--- config.mk ---
export PLATFORM = sky130hd
export DESIGN_NAME = bofs_block_iterator_flat
export DESIGN_NICKNAME = d
export VERILOG_FILES = /design/src/rtl/bofs_block_iterator_if.sv /design/src/rtl/bofs_block_iterator.sv /design/src/flat_wrapper.sv
export SDC_FILE = /design/constraint.sdc
export NUM_CORES = 1
export LEC_CHECK = 0
export BUFFER_PORTS_ARGS = -buffer_cell sky130_fd_sc_hd__buf_2
export CAP_MARGIN = 40
export CELL_PAD_IN_SITES_DETAIL_PLACEMENT = 1
export CELL_PAD_IN_SITES_GLOBAL_PLACEMENT = 2
export CORE_MARGIN = 1.5
export CORE_UTILIZATION = 35
export DETAILED_ROUTE_END_ITERATION = 6
export PLACE_DENSITY_LB_ADDON = 0.1
export SLEW_MARGIN = 20
export SYNTH_ARGS = -nofsm -noshare
export SYNTH_HDL_FRONTEND = slang
export SYNTH_SLANG_ARGS = --single-unit
--- constraint.sdc ---
create_clock -name i_clk -period 4.35 [get_ports i_clk]
set_input_delay 0.2175 -clock i_clk [delete_from_list [all_inputs] [get_ports i_clk]]
set_output_delay 0.2175 -clock i_clk [all_outputs]
set_load 0.1 [all_outputs]
--- src/rtl/bofs_block_iterator_if.sv ---
// Handshake bundle between the block-offset generator, its configuration source and the offset expander.
// master = configuration source / offset consumer, slave = bofs_block_iterator.
interface bofs_block_iterator_if #(
  parameter int WBW   = 16,
  parameter int DIM   = 2,
  parameter int VSIZE = 8
);
  localparam int CCV_BW = $clog2($clog2(VSIZE) + 1);

  logic                           cfg_rdy;
  logic                           cfg_ack;
  logic [DIM-1:0][WBW-1:0]        bboundary;
  logic [DIM-1:0][CCV_BW-1:0]     bstep_order;
  logic                           bofs_rdy;
  logic                           bofs_ack;
  logic [DIM-1:0][WBW-1:0]        bofs;
  logic                           bofs_last;
  logic                           busy;

  modport master (
    output cfg_rdy, bboundary, bstep_order, bofs_ack,
    input  cfg_ack, bofs_rdy, bofs, bofs_last, busy
  );

  modport slave (
    input  cfg_rdy, bboundary, bstep_order, bofs_ack,
    output cfg_ack, bofs_rdy, bofs, bofs_last, busy
  );
endinterface

--- src/rtl/bofs_block_iterator.sv ---
// Walks the multi-dimensional block grid in odometer order (innermost dimension DIM-1 first)
// and streams one block offset per downstream handshake, flagging the final offset of each sweep.
module bofs_block_iterator #(
  parameter int WBW   = 16,
  parameter int DIM   = 2,
  parameter int VSIZE = 8
) (
  input  logic                   i_clk,
  input  logic                   i_rst,
  bofs_block_iterator_if.slave   bus
);
  localparam int CCV_BW = $clog2($clog2(VSIZE) + 1);

  typedef enum logic {
    ST_IDLE = 1'b0,
    ST_RUN  = 1'b1
  } state_t;

  state_t                      r_state;
  state_t                      w_state_next;
  logic [DIM-1:0][WBW-1:0]     r_bound;
  logic [DIM-1:0][CCV_BW-1:0]  r_order;
  logic [DIM-1:0][WBW-1:0]     r_ofs;
  logic [DIM-1:0][WBW-1:0]     w_ofs_next;
  logic [DIM-1:0]              w_wrap;
  logic [DIM-1:0]              w_carry_in;
  logic [DIM-1:0]              w_bound_zero;
  logic                        w_last;
  logic                        w_empty;
  logic                        w_cfg_fire;
  logic                        w_bofs_fire;
  logic                        w_cfg_ack;
  logic                        w_bofs_rdy;
  logic                        w_bofs_last;
  logic                        w_busy;

  // Per-dimension step/wrap logic; the sum keeps one extra bit so a bound near 2^WBW
  // is detected as a carry instead of silently wrapping back to a small offset.
  for (genvar gi = 0; gi < DIM; gi++) begin : g_dim
    logic [WBW:0] w_sum;

    assign w_sum        = {1'b0, r_ofs[gi]} + ((WBW+1)'(1) << r_order[gi]);
    assign w_wrap[gi]   = w_sum[WBW] || (w_sum >= {1'b0, r_bound[gi]});
    assign w_bound_zero[gi] = (bus.bboundary[gi] == '0);

    if (gi == DIM - 1) begin : g_inner
      assign w_carry_in[gi] = 1'b1;
    end else begin : g_outer
      assign w_carry_in[gi] = &w_wrap[DIM-1:gi+1];
    end

    assign w_ofs_next[gi] = !w_carry_in[gi] ? r_ofs[gi] :
                            (w_wrap[gi] ? '0 : w_sum[WBW-1:0]);
  end

  // Every dimension carrying at once is exactly the carry out of dimension 0.
  assign w_last  = &w_wrap;
  assign w_empty = |w_bound_zero;

  always_comb begin
    w_state_next = r_state;
    w_cfg_fire   = 1'b0;
    w_bofs_fire  = 1'b0;
    w_cfg_ack    = 1'b0;
    w_bofs_rdy   = 1'b0;
    w_bofs_last  = 1'b0;
    w_busy       = 1'b0;
    case (r_state)
      ST_IDLE: begin
        w_cfg_ack = 1'b1;
        if (bus.cfg_rdy) begin
          w_cfg_fire = 1'b1;
          if (!w_empty) begin
            w_state_next = ST_RUN;
          end
        end
      end
      ST_RUN: begin
        w_bofs_rdy  = 1'b1;
        w_busy      = 1'b1;
        w_bofs_last = w_last;
        if (bus.bofs_ack) begin
          w_bofs_fire = 1'b1;
          if (w_last) begin
            w_state_next = ST_IDLE;
          end
        end
      end
      default: w_state_next = ST_IDLE;
    endcase
  end

  always_ff @(posedge i_clk or negedge i_rst) begin
    if (!i_rst) begin
      r_state <= ST_IDLE;
      r_bound <= '0;
      r_order <= '0;
      r_ofs   <= '0;
    end else begin
      r_state <= w_state_next;
      if (w_cfg_fire) begin
        r_bound <= bus.bboundary;
        r_order <= bus.bstep_order;
        r_ofs   <= '0;
      end else if (w_bofs_fire) begin
        // The final advance wraps every dimension, leaving the offset at zero for the next sweep.
        r_ofs <= w_ofs_next;
      end
    end
  end

  assign bus.cfg_ack   = w_cfg_ack;
  assign bus.bofs_rdy  = w_bofs_rdy;
  assign bus.bofs_last = w_bofs_last;
  assign bus.busy      = w_busy;
  assign bus.bofs      = r_ofs;
endmodule

--- src/flat_wrapper.sv ---
// flat-port wrapper written by rule: the top's interface ports become plain ports
module bofs_block_iterator_flat 
#(
  parameter int WBW   = 16,
  parameter int DIM   = 2,
  parameter int VSIZE = 8
)
  (i_clk, i_rst, bus_cfg_rdy, bus_bboundary, bus_bstep_order, bus_bofs_ack, bus_cfg_ack, bus_bofs_rdy, bus_bofs, bus_bofs_last, bus_busy);
  bofs_block_iterator_if #(.WBW(WBW), .DIM(DIM), .VSIZE(VSIZE)) bus_i ();
  input  logic i_clk;
  input  logic i_rst;
  input wire logic [$bits(bus_i.cfg_rdy)-1:0] bus_cfg_rdy;
  input wire logic [$bits(bus_i.bboundary)-1:0] bus_bboundary;
  input wire logic [$bits(bus_i.bstep_order)-1:0] bus_bstep_order;
  input wire logic [$bits(bus_i.bofs_ack)-1:0] bus_bofs_ack;
  output wire logic [$bits(bus_i.cfg_ack)-1:0] bus_cfg_ack;
  output wire logic [$bits(bus_i.bofs_rdy)-1:0] bus_bofs_rdy;
  output wire logic [$bits(bus_i.bofs)-1:0] bus_bofs;
  output wire logic [$bits(bus_i.bofs_last)-1:0] bus_bofs_last;
  output wire logic [$bits(bus_i.busy)-1:0] bus_busy;
  assign bus_i.cfg_rdy = bus_cfg_rdy;
  assign bus_i.bboundary = bus_bboundary;
  assign bus_i.bstep_order = bus_bstep_order;
  assign bus_i.bofs_ack = bus_bofs_ack;
  assign bus_cfg_ack = bus_i.cfg_ack;
  assign bus_bofs_rdy = bus_i.bofs_rdy;
  assign bus_bofs = bus_i.bofs;
  assign bus_bofs_last = bus_i.bofs_last;
  assign bus_busy = bus_i.busy;
  bofs_block_iterator #(.WBW(WBW), .DIM(DIM), .VSIZE(VSIZE)) u_core (.i_clk(i_clk), .i_rst(i_rst), .bus(bus_i));
endmodule
==> flow_metrics.env, run 1 <==
export IMPL_outcome="finished, final reports clean"
export IMPL_antenna_violations_before_repair=0
export IMPL_timing_final_max_slew_violations=0
export IMPL_finalCritPeriodShare_pct=95.63
export IMPL_worst_case_vdd_ir_drop_mv=0.3263
export IMPL_drive_above_1_share_pct=24.91
export IMPL_layout_area_overhead_vs_synth_pct=24.16
export IMPL_chipHeight_um=114.3
export IMPL_power_share_clock_pct=34.8
export IMPL_netSwitchingPower_uw=708.2
export IMPL_max_slew_worst_pin_slew_ns=0.7516
export IMPL_drt_iter0_markers=134
export IMPL_power_internal_mw=1.234
export IMPL_cts_made_buffers=9
export IMPL_synth_avg_cell_area_um2=9.352
export IMPL_mappedNetlistArea_mm2=0.004339
export IMPL_final_design_area_no_fill_mm2=0.005388
export IMPL_place_port_buffers=75
export IMPL_relSlewSlack_pct=49.79
export IMPL_synth_fp_nets=546
export IMPL_drt_drc_violations_left=0
export IMPL_power_density_cells_mw_per_mm2=360.6
export IMPL_die_width_um=114.3
export IMPL_final_period_minus_worst_setup_slack_ns=4.160
export IMPL_dr_total_vias=3647
export IMPL_synth_largest_area_cell="sky130_fd_sc_hd__dfrtp_1"
export IMPL_post_dp_cell_area_mm2=0.004972
export IMPL_p_sw_share_pct=36.45
export IMPL_wl_per_cell_um=17.30
export IMPL_htree_num_levels=3
export IMPL_grt_total_ovfl=0
export IMPL_arrival_ns=3.94
export IMPL_final_cell_count_no_fill=722
export IMPL_die_outline_area_mm2=0.01307
export IMPL_drt_wl_total_mm=12.49
export IMPL_synth_ff_latch_count=69
export IMPL_yosys_cell_types_count=48
export IMPL_place_congestion=0.8127
export IMPL_cts_buffer_depth=2
export IMPL_timing_critical_path_fanout_max=5
export IMPL_detail_route_vias_per_cell=5.051
export IMPL_grt_pass1_wl_mm=20.24
export IMPL_design_final_nets=633
export IMPL_ys_dominant_reg_cell="sky130_fd_sc_hd__dfrtp_1"
export IMPL_synth_top_area_share_pct=39.79
export IMPL_asyncSetResetFlopFracSynth_pct=100.0
export IMPL_grtUsageTotal_pct=20.43
export IMPL_rsz_0062_raised_after_global_routing="true"
export IMPL_achievable_frequency_ghz=0.2404
export IMPL_timing_critical_path_to_type="output pin"
export IMPL_report_power_total_mw=1.943
export IMPL_required_ns=4.13
export IMPL_final_antenna_net_count=0
export IMPL_clock_latency_ns=0.34
export IMPL_pre_cts_slack_ns=0.1534
export IMPL_max_cap_viols=0
export IMPL_synth_enable_flop_cells=0
export IMPL_clkSlewWorstSetupHoldPaths_ns=0.06
export IMPL_cts_tree="yes"
export IMPL_dpl_hpwl_mm=9.769
export IMPL_rows=40
export IMPL_crit_path_category="reg -> out"
export IMPL_drt_first_pass_iters=4
export IMPL_hold_violations=0
export IMPL_grt_pass1_vias=3914
export IMPL_cell_count_after_synthesis=464
export IMPL_clock_root_buffer="sky130_fd_sc_hd__clkbuf_16"
export IMPL_worst_slack_ns=0.1900
export IMPL_place_detailed_instances=702
export IMPL_setup_viol_count_final=0
export IMPL_core_area_mm2=0.01206
export IMPL_clk_skew_ns=0.01152
export IMPL_io_pin_count=76
export IMPL_initial_core_util_pct=35.98
export IMPL_insertedDiodeCount=0
export IMPL_p_leak_nw=2.737
export IMPL_timing_setup_tns_ns=0
export IMPL_synth_top_cells_by_area="sky130_fd_sc_hd__dfrtp_1, sky130_fd_sc_hd__ha_1, sky130_fd_sc_hd__nand2_1"
export IMPL_synth_seq_area_share_pct=39.79
export IMPL_r2r_setup_slack_ns=0.31
export IMPL_pin_count_of_the_biggest_net_entering_global_routing=42
export IMPL_numClockSinks=69
export IMPL_timing_critical_path_from_type="flip-flop"
export IMPL_yosys_warnings=0
export IMPL_power_frac_seq_pct=37.5
export IMPL_power_combinational_fraction_pct=27.7
export IMPL_timing_hold_worst_class="in -> reg"
## power by group through the flow
stage	clock network, mW	logic, mW	registers (mW)
after floorplan	0	0.196	0.919
after global placement	0	0.510	0.737
after detailed placement	0	0.524	0.738
after CTS	0.693	0.529	0.727
after global routing	0.714	0.587	0.735
final	0.676	0.539	0.728
## cells in the final DEF (no fill, tap or decap), types with 3 or more instances in the layout
cell,instances
sky130_fd_sc_hd__buf_2,74
sky130_fd_sc_hd__dfrtp_1,66
sky130_fd_sc_hd__nand2_1,50
sky130_fd_sc_hd__inv_1,44
sky130_fd_sc_hd__ha_1,39
sky130_fd_sc_hd__o21ai_0,35
sky130_fd_sc_hd__nor2_1,25
sky130_fd_sc_hd__a22o_1,16
sky130_fd_sc_hd__xnor2_1,15
sky130_fd_sc_hd__nand3_1,14
sky130_fd_sc_hd__xor2_1,14
sky130_fd_sc_hd__a21oi_1,13
sky130_fd_sc_hd__buf_4,13
sky130_fd_sc_hd__nand4_1,12
sky130_fd_sc_hd__o21ai_1,11
sky130_fd_sc_hd__clkbuf_16,9
sky130_fd_sc_hd__nor4_1,8
sky130_fd_sc_hd__and3_1,7
sky130_fd_sc_hd__nor2b_1,6
sky130_fd_sc_hd__mux2_2,6
sky130_fd_sc_hd__nand2b_1,5
sky130_fd_sc_hd__a211oi_1,5
sky130_fd_sc_hd__a21o_1,4
sky130_fd_sc_hd__and2_1,3
sky130_fd_sc_hd__nor3_1,3
sky130_fd_sc_hd__nor3b_1,3
sky130_fd_sc_hd__a221o_1,3
sky130_fd_sc_hd__dfrtp_2,3
## worst max-delay path: stages (launching register included)
cell and delay [ns]:
sky130_fd_sc_hd__dfrtp_1 0.41, sky130_fd_sc_hd__nor2_1 0.13, sky130_fd_sc_hd__ha_2 0.20, sky130_fd_sc_hd__inv_1 0.05
sky130_fd_sc_hd__fa_1 0.40, sky130_fd_sc_hd__nor2b_1 0.14, sky130_fd_sc_hd__o21ai_1 0.08, sky130_fd_sc_hd__and2_2 0.25
sky130_fd_sc_hd__nor4b_4 0.28, sky130_fd_sc_hd__xor2_1 0.11, sky130_fd_sc_hd__ha_1 0.32, sky130_fd_sc_hd__nand4_1 0.17
sky130_fd_sc_hd__nor4_2 0.28, sky130_fd_sc_hd__a211oi_1 0.07, sky130_fd_sc_hd__o211ai_1 0.27, sky130_fd_sc_hd__nor2b_2 0.11
sky130_fd_sc_hd__nor2_4 0.14, sky130_fd_sc_hd__buf_12 0.18
## synthesized netlist by cell type (all sizes together) (7+ instances only)
cell    instances
nor4            9
nand2b          7
nand3          15
a22o           16
o21ai          47
inv            45
nor2b           9
xor2           14
and3            7
nor2           26
ha             40
nand4          13
dfrtp          69
buf             7
a21oi          16
clkbuf          9
nand2          50
xnor2          17
## flip-flops by register name, summed over array words and instances (netlist names)
signal           count
u_core.r_order       4
u_core.r_bound      32
u_core.r_state       1
u_core.bus.bofs     32
## metrics by stage
| stage | hold WS, ns | util (%) |
|---|---|---|
| finish | 0.09585 | 44.67 |
| CTS | 0.08690 | 43.69 |
| global placement | 0.4081 | 41.00 |
| global route | 0.1066 | 44.67 |
| floorplan | -0.07809 | - |
| detailed placement | 0.2564 | 41.22 |
## final timing paths
path                                                startpoint  cells after the start                              end
worst max-delay path             u_core.r_order[1]$_DFFE_PN0P_                     17                    bus_bofs_last
worst min-delay path                         bus_bboundary[21]                      3   u_core.r_bound[21]$_DFFE_PN0P_
worst max register to register   u_core.r_order[1]$_DFFE_PN0P_                     19  u_core.bus.bofs[10]$_DFFE_PN0P_
worst min register to register  u_core.r_bound[16]$_DFFE_PN0P_                      1   u_core.r_bound[16]$_DFFE_PN0P_
max in group asynchronous                                i_rst                      3   u_core.bus.bofs[0]$_DFFE_PN0P_
min in group asynchronous                                i_rst                      2    u_core.r_bound[5]$_DFFE_PN0P_
## area by class of cell
type	count	area, um2
Inverter	45	168.9
Fill cell	1411	6674
Clock buffer	12	246.5
Timing Repair Buffer	92	556.8
Sequential cell	69	1730
Tap cell	168	210.2
Clock inverter	2	12.51
Multi-Input combinational cell	334	2462
## metal layers
metal | routed length [um] | share of wire (%) | vias up | GRT usage (%)
li1 | - | - | 1796 | -
met1 | 5617 | 45 | 1784 | 25.31
met2 | 6296 | 50 | 54 | 35.50
met3 | 326 | 2.6 | 13 | 3.017
met4 | 251 | 2.0 | 0 | 8.667
met5 | 0 | 0 | - | 0
## timing repair
action / CTS / global route
hold buffers: 1 / 0
buffers inserted: 1 / 4
resized for setup: 4 / 17
pin swaps: 1 / 3
hold endpoints to repair: 21 / 0
endpoints found under the setup margin: 1 / 16
## cells by family (layout without fill, tap and decap cells)
logic type,Yosys count,in the layout,synth area share [%]
compound gates,103,103,15.86
xor+xnor,31,31,6.257
fa+ha+maj,42,42,12.46
buf+inv,61,151,6.228
flops,69,69,39.79
mux,6,6,1.557
simple gates,152,152,17.85
Power figures use the tool's default switching activity.
==> inputs of run 2 (changes only) <==
- CELL_PAD_IN_SITES_DETAIL_PLACEMENT: 1 -> not set
- CELL_PAD_IN_SITES_GLOBAL_PLACEMENT: 2 -> not set
- CORE_UTILIZATION: 35 -> 55
- PLACE_DENSITY: not set -> 0.79
- PLACE_DENSITY_LB_ADDON: 0.1 -> not set
==> flow_metrics.env, run 2 (synthesis results as in run 1) <==
export IMPL_power_frac_seq_pct=40.8
export IMPL_grtUsageTotal_pct=26.68
export IMPL_timing_hold_worst_class="in -> reg"
export IMPL_die_outline_area_mm2=0.008431
export IMPL_detail_route_vias_per_cell=5.760
export IMPL_drt_wl_total_mm=10.66
export IMPL_max_slew_worst_pin_slew_ns=0.6760
export IMPL_required_ns=4.13
export IMPL_htree_num_levels=3
export IMPL_grt_pass1_wl_mm=17.55
export IMPL_layout_area_overhead_vs_synth_pct=19.55
export IMPL_power_density_cells_mw_per_mm2=343.8
export IMPL_endpoint_of_the_worst_register_to_register_path="u_core.bus.bofs[7]$_DFFE_PN0P_"
export IMPL_insertedDiodeCount=0
export IMPL_drive_above_1_share_pct=25.95
export IMPL_pin_count_of_the_biggest_net_entering_global_routing=38
export IMPL_p_sw_share_pct=38.28
export IMPL_die_width_um=91.82
export IMPL_timing_critical_path_to_type="output pin"
export IMPL_cts_buffer_depth=2
export IMPL_wl_per_cell_um=16.23
export IMPL_ff2ff_path_depth=19
export IMPL_worst_hold_path_num_cells=3
export IMPL_chipHeight_um=91.82
export IMPL_initial_core_util_pct=56.45
export IMPL_clk_skew_ns=0.01033
export IMPL_whs_endpoint="u_core.r_bound[15]$_DFFE_PN0P_"
export IMPL_layout_cells_most_common_list="sky130_fd_sc_hd__buf_2, sky130_fd_sc_hd__dfrtp_1, sky130_fd_sc_hd__nand2_1"
export IMPL_power_share_clock_pct=29.8
export IMPL_timing_setup_tns_ns=0
export IMPL_timing_final_max_slew_violations=0
export IMPL_crit_path_category="reg -> out"
export IMPL_place_detailed_instances=632
export IMPL_core_area_mm2=0.007687
export IMPL_grt_pass1_vias=3697
export IMPL_setup_viol_count_final=0
export IMPL_max_cap_viols=0
export IMPL_clock_root_buffer="sky130_fd_sc_hd__clkbuf_8"
export IMPL_final_antenna_net_count=0
export IMPL_final_hold_slack_ns=0.08193
export IMPL_power_combinational_fraction_pct=29.4
export IMPL_num_fill_cells=639
export IMPL_place_congestion=0.9320
export IMPL_io_pin_count=76
export IMPL_cts_tree="yes"
export IMPL_netSwitchingPower_uw=682.7
export IMPL_pre_cts_slack_ns=0.3211
export IMPL_relSlewSlack_pct=54.84
export IMPL_timing_critical_path_fanout_max=4
export IMPL_cts_made_buffers=9
export IMPL_achievable_frequency_ghz=0.2367
export IMPL_hold_path_startpoint="bus_bboundary[15]"
export IMPL_worst_r2r_startpoint="u_core.r_order[1]$_DFFE_PN0P_"
export IMPL_dr_total_vias=3784
export IMPL_clkSlewWorstSetupHoldPaths_ns=0.08
export IMPL_hold_violations=0
export IMPL_rows=32
export IMPL_clock_latency_ns=0.35
export IMPL_place_port_buffers=75
export IMPL_timing_critical_path_from_type="flip-flop"
export IMPL_drt_drc_violations_left=0
export IMPL_numClockSinks=69
export IMPL_final_period_minus_worst_setup_slack_ns=4.224
export IMPL_drt_iter0_markers=191
export IMPL_arrival_ns=4.01
export IMPL_p_leak_nw=2.667
export IMPL_worst_case_vdd_ir_drop_mv=0.4865
export IMPL_power_internal_mw=1.101
export IMPL_worst_slack_ns=0.1258
export IMPL_dpl_hpwl_mm=8.092
export IMPL_final_cell_count_no_fill=657
export IMPL_outcome="finished, final reports clean"
export IMPL_final_common_cell="sky130_fd_sc_hd__buf_2"
export IMPL_r2r_setup_slack_ns=0.32
export IMPL_design_final_nets=632
export IMPL_drt_first_pass_iters=5
export IMPL_antenna_violations_before_repair=0
export IMPL_grt_total_ovfl=0
export IMPL_finalCritPeriodShare_pct=97.11
==> run 2: timing repair <==
item / in CTS / in global routing
buffers inserted: 0 / 8
pin swaps: 0 / 7
gates cloned: 0 / 0
hold buffers: 1 / 0
gates resized for setup: 1 / 17
endpoints found under the hold margin: 17 / 0
setup endpoints to repair: 1 / 2
==> run 2: power by group through the flow <==
| stage | Sequential, mW | Combinational (mW) | Clock [mW] |
|---|---|---|---|
| after CTS | 0.727 | 0.521 | 0.541 |
| after detailed placement | 0.738 | 0.518 | 0 |
| after floorplan | 0.919 | 0.196 | 0 |
| after global routing | 0.734 | 0.568 | 0.574 |
| after global placement | 0.736 | 0.496 | 0 |
| final | 0.727 | 0.525 | 0.531 |
==> run 2: worst max-delay path by stage <==
stage | depth (start not counted) | end | startpoint | slack, ns
final | 16 | bus_bofs_last | u_core.r_order[1]$_DFFE_PN0P_ | 0.13
after CTS | 17 | bus_bofs_last | u_core.r_order[1]$_DFFE_PN0P_ | 0.05
after global placement | 17 | bus_bofs_last | u_core.r_order[1]$_DFFE_PN0P_ | 0.45
after global routing | 16 | bus_bofs_last | u_core.r_order[1]$_DFFE_PN0P_ | -0.09
after floorplan | 14 | bus_bofs_last | u_core.bus.bofs[17]$_DFFE_PN0P_ | 0.07
after detailed placement | 17 | bus_bofs_last | u_core.r_order[1]$_DFFE_PN0P_ | 0.32
==> run 2: critical path, cell delays in order (launching register included) <==
cell and delay, ns:
sky130_fd_sc_hd__dfrtp_1 0.41, sky130_fd_sc_hd__buf_4 0.14, sky130_fd_sc_hd__nor2b_1 0.12, sky130_fd_sc_hd__ha_1 0.33, sky130_fd_sc_hd__o21ai_0 0.09, sky130_fd_sc_hd__nor2_1 0.24, sky130_fd_sc_hd__nor2_2 0.11, sky130_fd_sc_hd__nor3_2 0.32
sky130_fd_sc_hd__xor2_1 0.12, sky130_fd_sc_hd__ha_1 0.33, sky130_fd_sc_hd__nand4_1 0.19, sky130_fd_sc_hd__nor4_2 0.31, sky130_fd_sc_hd__a211oi_1 0.07, sky130_fd_sc_hd__o211ai_1 0.42, sky130_fd_sc_hd__nor2b_2 0.13, sky130_fd_sc_hd__nor2_4 0.15
sky130_fd_sc_hd__buf_12 0.18
==> run 2: cell type report <==
cell class	count	area, um2	share of cell area, %
Clock inverter	7	75.07	1.447
Sequential cell	69	1730	33.36
Timing Repair Buffer	91	533.0	10.27
Inverter	45	168.9	3.256
Multi-Input combinational cell	334	2429	46.82
Tap cell	102	127.6	2.460
Clock buffer	9	123.9	2.388
==> run 2: layer usage <==
layer / vias up / GRT usage, % / share of wire (%)
met4: 0 / 12.56 / 3.3
met1: 1785 / 34.35 / 41
met3: 35 / 4.975 / 6.6
met2: 171 / 43.53 / 49
met5: - / 0 / 0
li1: 1793 / - / -
==> run 2: per-stage QoR <==
stage	utilization (%)	instance area [um2]	power, mW
floorplan	-	4350	1.115
global placement	62.60	4812	1.232
finish	67.48	5187	1.783
CTS	65.85	5062	1.788
detailed placement	63.05	4847	1.256
global route	67.48	5187	1.877
